--- src/rtl/serial_adder_ctrl.sv ---
// Bit-serial add sequencer: one full-adder slice stepped LSB-first over WIDTH cycles.
// Optional signed-overflow flag enabled by defining SERIAL_ADDER_OVF_EN.
module serial_adder_ctrl #(
   parameter int unsigned WIDTH = 16
) (
   input  logic             clk,
   input  logic             rst,
   input  logic             in_valid,
   output logic             in_ready,
   input  logic [WIDTH-1:0] a,
   input  logic [WIDTH-1:0] b,
   input  logic             cin,
   output logic             out_valid,
   input  logic             out_ready,
   output logic [WIDTH-1:0] sum,
   output logic             cout,
   output logic             busy,
   output logic             ovf
);

   localparam int unsigned CW = $clog2(WIDTH);

   typedef enum logic [1:0] {IDLE, RUN, DONE} state_t;

   state_t           state;
   logic [WIDTH-1:0] a_sr;
   logic [WIDTH-1:0] b_sr;
   logic [WIDTH-1:0] sum_sr;
   logic             carry;
   logic [CW-1:0]    cnt;

   logic             h_c;
   logic             g1_c;
   logic             g2_c;
   logic             s_c;
   logic             c_next_c;
   logic             last_c;
   logic [WIDTH-1:0] sum_shift_c;

   // Full-adder slice built from two half-adders and an OR
   assign h_c         = a_sr[0] ^ b_sr[0];
   assign g1_c        = a_sr[0] & b_sr[0];
   assign s_c         = h_c ^ carry;
   assign g2_c        = h_c & carry;
   assign c_next_c    = g1_c | g2_c;
   assign last_c      = (cnt == CW'(WIDTH - 1));
   assign sum_shift_c = WIDTH'({s_c, sum_sr} >> 1);

`ifndef SERIAL_ADDER_OVF_EN
   assign ovf = 1'b0;
`endif

   always_ff @(posedge clk) begin
      if (rst) begin
         state     <= IDLE;
         in_ready  <= 1'b1;
         out_valid <= 1'b0;
         busy      <= 1'b0;
         sum       <= '0;
         cout      <= 1'b0;
         a_sr      <= '0;
         b_sr      <= '0;
         sum_sr    <= '0;
         carry     <= 1'b0;
         cnt       <= '0;
`ifdef SERIAL_ADDER_OVF_EN
         ovf       <= 1'b0;
`endif
      end else begin
         case (state)
            IDLE: begin
               if (in_valid) begin
                  a_sr     <= a;
                  b_sr     <= b;
                  carry    <= cin;
                  cnt      <= '0;
                  sum_sr   <= '0;
                  in_ready <= 1'b0;
                  busy     <= 1'b1;
                  state    <= RUN;
               end
            end
            RUN: begin
               a_sr   <= a_sr >> 1;
               b_sr   <= b_sr >> 1;
               sum_sr <= sum_shift_c;
               carry  <= c_next_c;
               if (last_c) begin
                  // Counter holds at WIDTH-1 so it never wraps
                  state     <= DONE;
                  busy      <= 1'b0;
                  out_valid <= 1'b1;
                  sum       <= sum_shift_c;
                  cout      <= c_next_c;
`ifdef SERIAL_ADDER_OVF_EN
                  ovf       <= carry ^ c_next_c;
`endif
               end else begin
                  cnt <= cnt + CW'(1);
               end
            end
            DONE: begin
               if (out_ready) begin
                  out_valid <= 1'b0;
                  in_ready  <= 1'b1;
                  state     <= IDLE;
               end
            end
            default: state <= IDLE;
         endcase
      end
   end

endmodule

--- config.mk ---
export PLATFORM = sky130hd
export DESIGN_NAME = serial_adder_ctrl
export DESIGN_NICKNAME = d
export VERILOG_FILES = /design/src/rtl/serial_adder_ctrl.sv
export SDC_FILE = /design/constraint.sdc
export NUM_CORES = 1
export LEC_CHECK = 0
export BUFFER_PORTS_ARGS = -buffer_cell sky130_fd_sc_hd__clkbuf_2
export CORE_ASPECT_RATIO = 0.7
export CORE_MARGIN = 2
export CORE_UTILIZATION = 55
export CTS_CLUSTER_DIAMETER = 50
export DETAILED_ROUTE_END_ITERATION = 10
export MAX_ROUTING_LAYER = met4
export PLACE_DENSITY = 0.8
export SLEW_MARGIN = 20
export SYNTH_ARGS = -nofsm -noshare
export SYNTH_HDL_FRONTEND = slang
export SYNTH_SLANG_ARGS = --single-unit
--- constraint.sdc ---
create_clock -name clk -period 3.6 [get_ports clk]
set_clock_uncertainty 0.1 [all_clocks]
set_input_delay 0.18 -clock clk [delete_from_list [all_inputs] [get_ports clk]]
set_output_delay 0.18 -clock clk [all_outputs]
set_load 0.05 [all_outputs]
==> results.sh, run 1 <==
export IMPL_grt_max_degree=59
export IMPL_syn_nets=362
export IMPL_switchingPower_uw=445
export IMPL_clkPwrFrac_pct=40.8
export IMPL_vias=2660
export IMPL_critPathLaunchType="flop"
export IMPL_crit_family="simple AND/OR/NAND/NOR gates"
export IMPL_p_int_mw=1.39
export IMPL_synth_ff_type="dfxtp_1"
export IMPL_layout_setup_ws_ps=1260
export IMPL_grt_pass1_wl_um=11200
export IMPL_initial_utilization_pct=56.4
export IMPL_cts_tree="done"
export IMPL_fmax_mhz=426
export IMPL_drtIter0Drc=196
export IMPL_drc=0
export IMPL_rows=22
export IMPL_antenna_found_initial=0
export IMPL_avgSynthCellArea_um2=9.09
export IMPL_cts_sinks=74
export IMPL_async_reset_ff_share_pct=0
export IMPL_power_total_mw=1.84
export IMPL_wl_per_cell_um=14.8
export IMPL_gp_congestion=0.757
export IMPL_path_clk_slew_ps=70
export IMPL_endpoint_kind="flop"
export IMPL_stdcell_area_um2=3740
export IMPL_syn_area_um2=2940
export IMPL_outcome="finished clean"
export IMPL_cts_resized=0
export IMPL_final_layout_size_suffix_gt1_share_pct=20.3
export IMPL_tns_ps=0
export IMPL_synth_seq_cells=74
export IMPL_worst_skew_pair_late_latency_ps=350
export IMPL_crit_buf_inv=1
export IMPL_core_area_um2=5200
export IMPL_cpMaxStageDelayCell="nor2b_4"
export IMPL_required_ps=3730
export IMPL_postRouteAntennaNets=0
export IMPL_die_width_um=91.3
export IMPL_cts_inserted_buffers=9
export IMPL_yosys_warnings=0
export IMPL_post_dp_cell_area_um2=3140
export IMPL_totalWireLength_um=6970
export IMPL_finalCriticalPeriod_ps=2340
export IMPL_crit_type="flop to flop"
export IMPL_ios=58
export IMPL_cts_root_buf="clkbuf_8"
export IMPL_io_buffers=56
export IMPL_synthCells=323
export IMPL_hpwl_um=3830
export IMPL_slowest_delay_ps=680
export IMPL_holdWs_ps=103
export IMPL_maxSlewHeadroom_pct=47.5
export IMPL_irDropWorstVdd_mv=0.253
export IMPL_dpl_worst_slack_ps=1400
export IMPL_worst_pin_slew_ps=788
export IMPL_hold_class="input port to flop"
export IMPL_area_growth_pct=27.3
export IMPL_cts_buffer_depth=2
export IMPL_period_share_pct=65.1
export IMPL_worstPathMaxFanout=32
export IMPL_power_leakage_nw=1.57
export IMPL_p_per_area_nw_per_um2=491
export IMPL_hold_viol=0
export IMPL_synth_edf_count=0
export IMPL_yosysTopAreaCellShare_pct=50.5
export IMPL_p_comb_share_pct=11.2
export IMPL_ctsHoldBuffers=33
export IMPL_num_antenna_cells=0
export IMPL_via_per_inst=5.64
export IMPL_synth_cell_types=36
export IMPL_swShare_pct=24.2
export IMPL_track_usage_pct=24.7
export IMPL_fp_dieH_um=65.1
export IMPL_grt_pass1_vias=2371
export IMPL_yosysTopAreaCell="dfxtp_1"
export IMPL_p_seq_share_pct=47.9
export IMPL_cts_setup_buffers=0
export IMPL_cts_max_level=3
export IMPL_setup_violations=0
export IMPL_rsz0062_at_grt="no"
export IMPL_synthTopCellsByArea="dfxtp_1, a211oi_1, nor2_1, a21oi_1, a22o_1"
export IMPL_maxSlewViolCount=0
export IMPL_die_area_um2=5950
export IMPL_grt_ovfl_total=0
export IMPL_crit_path_cell_trace="nor2b_4 -> buf_4 -> a21oi_1 -> a211oi_1"
export IMPL_first_pass_iters=5
export IMPL_crit_arrival_ps=2470
export IMPL_drv_cap=0
export IMPL_ys_seq_area_share_pct=50.5
export IMPL_finish_net_count=434
[cell families after synthesis]
group	synth area share (%)
compound gates	26.7
simple gates	15.2
flops	50.5
buf+inv	6.39
fa+ha+maj	1.11
other cells	0.128
[worst min-delay path: stages]
cell and delay (ps):
clkbuf_2 90, nor2_1 40, a22oi_1 130, nor2_1 60
[per-stage QoR]
step | util [%] | instances
after floorplan | - | 323
after global placement | 60.4 | 422
after detailed placement | 60.4 | 422
after CTS | 71.3 | 471
after global routing | 71.8 | 472
final | 71.8 | 472
[cell usage in the layout, fill, tap and decap left out, types with 2 or more instances in the layout]
cell,n
a211oi_1,31
a21oi_1,35
a22o_1,16
a22oi_1,18
buf_4,2
bufinv_16,2
clkbuf_2,56
clkbuf_8,12
dfxtp_1,74
dlygate4sd3_1,33
nand2_1,32
nand2b_1,2
nand3_1,5
nor2_1,53
o21a_1,2
o21ai_0,3
or3_1,2
[flip-flops by register name (all words and copies together), names as in the netlist]
register   cells
state          2
busy           1
sum           16
carry          1
a_sr          16
sum_sr        15
in_ready       1
out_valid      1
b_sr          16
cnt            4
cout           1
[worst paths after layout]
path,from,to,slack (ps),cells after the start
setup / recovery,state[0],b_sr[12],1260,4
hold reg to reg,busy,busy,370,1
setup reg to reg,state[0],b_sr[12],1260,4
hold / removal,out_ready,state[1],100,4
[synthesized netlist by cell type, types with 2 or more instances]
master / instances
o21ai_0: 3
nor2_1: 53
buf_2: 18
nand2_1: 32
nand2b_1: 2
a22oi_1: 18
a22o_1: 16
nand3_1: 5
a21oi_1: 35
dfxtp_1: 74
or3_1: 2
buf_6: 6
a211oi_1: 31
buf_1: 3
clkbuf_1: 3
o21a_1: 2
[power by group through the flow]
stage / Combinational [mW] / Sequential (mW) / Clock (mW)
floorplan: 0.128 / 0.897 / 0
global placement: 0.163 / 0.897 / 0
detailed placement: 0.168 / 0.897 / 0
CTS: 0.197 / 0.879 / 0.749
global route: 0.228 / 0.884 / 0.796
finish: 0.206 / 0.880 / 0.749
[final cells by class]
| cell class | instances | area, um^2 |
|---|---|---|
| fill | 365 | 1470 |
| tap | 72 | 90.1 |
| multi-input combinational | 218 | 1270 |
| clock inverter | 4 | 72.6 |
| sequential | 74 | 1480 |
| clock buffer | 12 | 165 |
| timing repair buffer | 92 | 653 |
[routing by layer]
layer / global-route usage, % / share of wire, % / wire [um] / vias to the layer above
li1: - / - / - / 1292
met1: 31.5 / 45 / 3140 / 1259
met2: 36.6 / 46 / 3240 / 89
met3: 8.49 / 5.5 / 385 / 20
met4: 10.0 / 2.8 / 196 / 0
met5: - / 0 / 0 / -
No activity file was read; power rests on OpenSTA's default activity.
==> inputs of run 2 (changes only) <==
Settings changed: ABC_AREA set to 1, CORE_UTILIZATION 55 to 49, PLACE_DENSITY 0.8 to 0.75.
Clock period 3.6 ns to 2.04 ns, I/O delays scaled along.
==> results.sh, run 2 <==
export IMPL_outcome="finished clean"
export IMPL_ios=58
export IMPL_p_per_area_nw_per_um2=805
export IMPL_maxSlewViolCount=0
export IMPL_rr_endpoint="cout"
export IMPL_swShare_pct=24.3
export IMPL_grt_max_degree=38
export IMPL_path_clk_slew_ps=70
export IMPL_layout_setup_ws_ps=420
export IMPL_antenna_found_initial=0
export IMPL_slowest_delay_ps=400
export IMPL_power_total_mw=3.13
export IMPL_required_ps=2220
export IMPL_final_common_cell="nand2_1"
export IMPL_area_growth_pct=26.3
export IMPL_irDropWorstVdd_mv=0.430
export IMPL_yosysTopAreaCell="dfxtp_1"
export IMPL_p_seq_share_pct=49.5
export IMPL_maxSlewHeadroom_pct=65.0
export IMPL_drtIter0Drc=173
export IMPL_dpl_worst_slack_ps=436
export IMPL_r2r_setup_slack_ps=420
export IMPL_synthTopCellsByArea="dfxtp_1, nand2_1, nor2_1, a21oi_1, o21ai_0"
export IMPL_power_leakage_nw=1.76
export IMPL_syn_area_um2=3070
export IMPL_worst_pin_slew_ps=521
export IMPL_cpMaxStageDelayCell="dfxtp_1"
export IMPL_synth_most_common_cell="nand2_1"
export IMPL_grt_pass1_wl_um=11800
export IMPL_hold_path_depth=5
export IMPL_vias=2950
export IMPL_synth_seq_cells=74
export IMPL_synth_edf_count=0
export IMPL_ys_seq_area_share_pct=48.2
export IMPL_cts_buffer_depth=2
export IMPL_first_pass_iters=4
export IMPL_switchingPower_uw=759
export IMPL_ctsHoldBuffers=29
export IMPL_drv_cap=0
export IMPL_cts_sinks=74
export IMPL_rows=24
export IMPL_yosys_top_cells_count="nand2_1, dfxtp_1, nor2_1"
export IMPL_initial_utilization_pct=49.9
export IMPL_worstPathMaxFanout=18
export IMPL_endpoint_kind="flop"
export IMPL_via_per_inst=4.90
export IMPL_period_share_pct=79.4
export IMPL_fmax_mhz=617
export IMPL_synth_cell_types=25
export IMPL_core_area_um2=6160
export IMPL_track_usage_pct=22.1
export IMPL_avgSynthCellArea_um2=6.98
export IMPL_drc=0
export IMPL_totalWireLength_um=7050
export IMPL_cts_inserted_buffers=9
export IMPL_clkPwrFrac_pct=38.6
export IMPL_p_comb_share_pct=11.9
export IMPL_hp_start="b[4]"
export IMPL_cts_setup_buffers=0
export IMPL_wl_per_cell_um=11.7
export IMPL_crit_path_cell_trace="ha_1 -> nand3_2 -> nor2_4 -> nand2_1 -> o21ai_0"
export IMPL_top_regs="a_sr x16, b_sr x16, sum x16"
export IMPL_async_reset_ff_share_pct=0
export IMPL_crit_family="simple AND/OR/NAND/NOR gates"
export IMPL_cts_tree="done"
export IMPL_final_layout_size_suffix_gt1_share_pct=16.8
export IMPL_r2r_start="cnt[0]"
export IMPL_holdWs_ps=10.4
export IMPL_cts_root_buf="clkbuf_8"
export IMPL_hold_class="input port to flop"
export IMPL_die_width_um=98.7
export IMPL_gp_congestion=0.885
export IMPL_postRouteAntennaNets=0
export IMPL_crit_buf_inv=0
export IMPL_yosysTopAreaCellShare_pct=48.2
export IMPL_critPathLaunchType="flop"
export IMPL_cts_max_level=3
export IMPL_layout_common_cells="nand2_1, dfxtp_1, nor2_1"
export IMPL_hpwl_um=4420
export IMPL_num_antenna_cells=0
export IMPL_worstHoldEndpoint="b_sr[4]"
export IMPL_syn_nets=479
export IMPL_setup_violations=0
export IMPL_die_area_um2=6930
export IMPL_synthCells=440
export IMPL_cts_resized=0
export IMPL_grt_pass1_vias=2567
export IMPL_crit_type="flop to flop"
export IMPL_fin_util_pct=63.1
export IMPL_io_buffers=56
export IMPL_tns_ps=0
export IMPL_fp_dieH_um=70.3
export IMPL_hold_viol=0
export IMPL_synth_ff_type="dfxtp_1"
export IMPL_worst_skew_pair_late_latency_ps=340
export IMPL_finalCriticalPeriod_ps=1620
export IMPL_finish_net_count=558
export IMPL_rsz0062_at_grt="no"
export IMPL_p_int_mw=2.37
export IMPL_grt_ovfl_total=0
export IMPL_crit_arrival_ps=1800
export IMPL_yosys_warnings=0
export IMPL_r2r_cells=5
[run 2: through the flow]
step                      instances  area (um^2)
final                           602         3880
after global routing            602         3880
after CTS                       602         3880
after detailed placement        557         3380
after global placement          557         3380
after floorplan                 440         3070
[run 2: cell families (layout without fill, tap and decap cells)]
logic type / Yosys count / after routing / synth area share (%)
buf+inv: 38 / 122 / 6.35
flops: 74 / 74 / 48.2
other cells: 1 / 1 / 0.122
simple gates: 253 / 253 / 32.3
compound gates: 72 / 72 / 11.9
fa+ha+maj: 2 / 2 / 1.06
[run 2: worst min-delay path: cells and delay by family]
| kind | cells | cell delay, ps |
|---|---|---|
| AND/OR/NAND/NOR | 4 | 240 |
| buffers and inverters | 1 | 80 |
[run 2: worst max-delay path by stage]
stage | from | to | slack (ps) | depth (start not counted)
after global routing | cnt[0] | cout | 270 | 5
after detailed placement | cnt[0] | cout | 440 | 5
after global placement | cnt[0] | cnt[0] | 510 | 7
after floorplan | cnt[0] | cout | 670 | 7
after CTS | cnt[0] | cout | 420 | 5
final | cnt[0] | cout | 420 | 5
[run 2: metal layers]
| layer | track usage, % | vias up | wire length, um |
|---|---|---|---|
| met5 | - | - | 0 |
| met4 | 6.09 | 0 | 57 |
| met3 | 7.11 | 6 | 316 |
| met2 | 32.1 | 65 | 3170 |
| met1 | 29.9 | 1340 | 3500 |
| li1 | - | 1539 | - |
[run 2: layout make-up]
class | instances | area [um^2]
inverters | 12 | 45.0
clock inverters | 1 | 30.0
repair buffers | 94 | 638
well taps | 78 | 97.6
clock buffers | 15 | 186
flip-flops and latches | 74 | 1480
multi-input cells | 328 | 1400
fillers | 534 | 2270
[run 2: power groups by stage]
stage	clock network, mW	registers (mW)	logic [mW]
2_1_floorplan	0	1.58	0.233
3_3_place_gp	0	1.58	0.321
3_5_place_dp	0	1.58	0.327
4_1_cts	1.22	1.55	0.371
5_1_grt	1.30	1.56	0.421
6_report	1.21	1.55	0.373
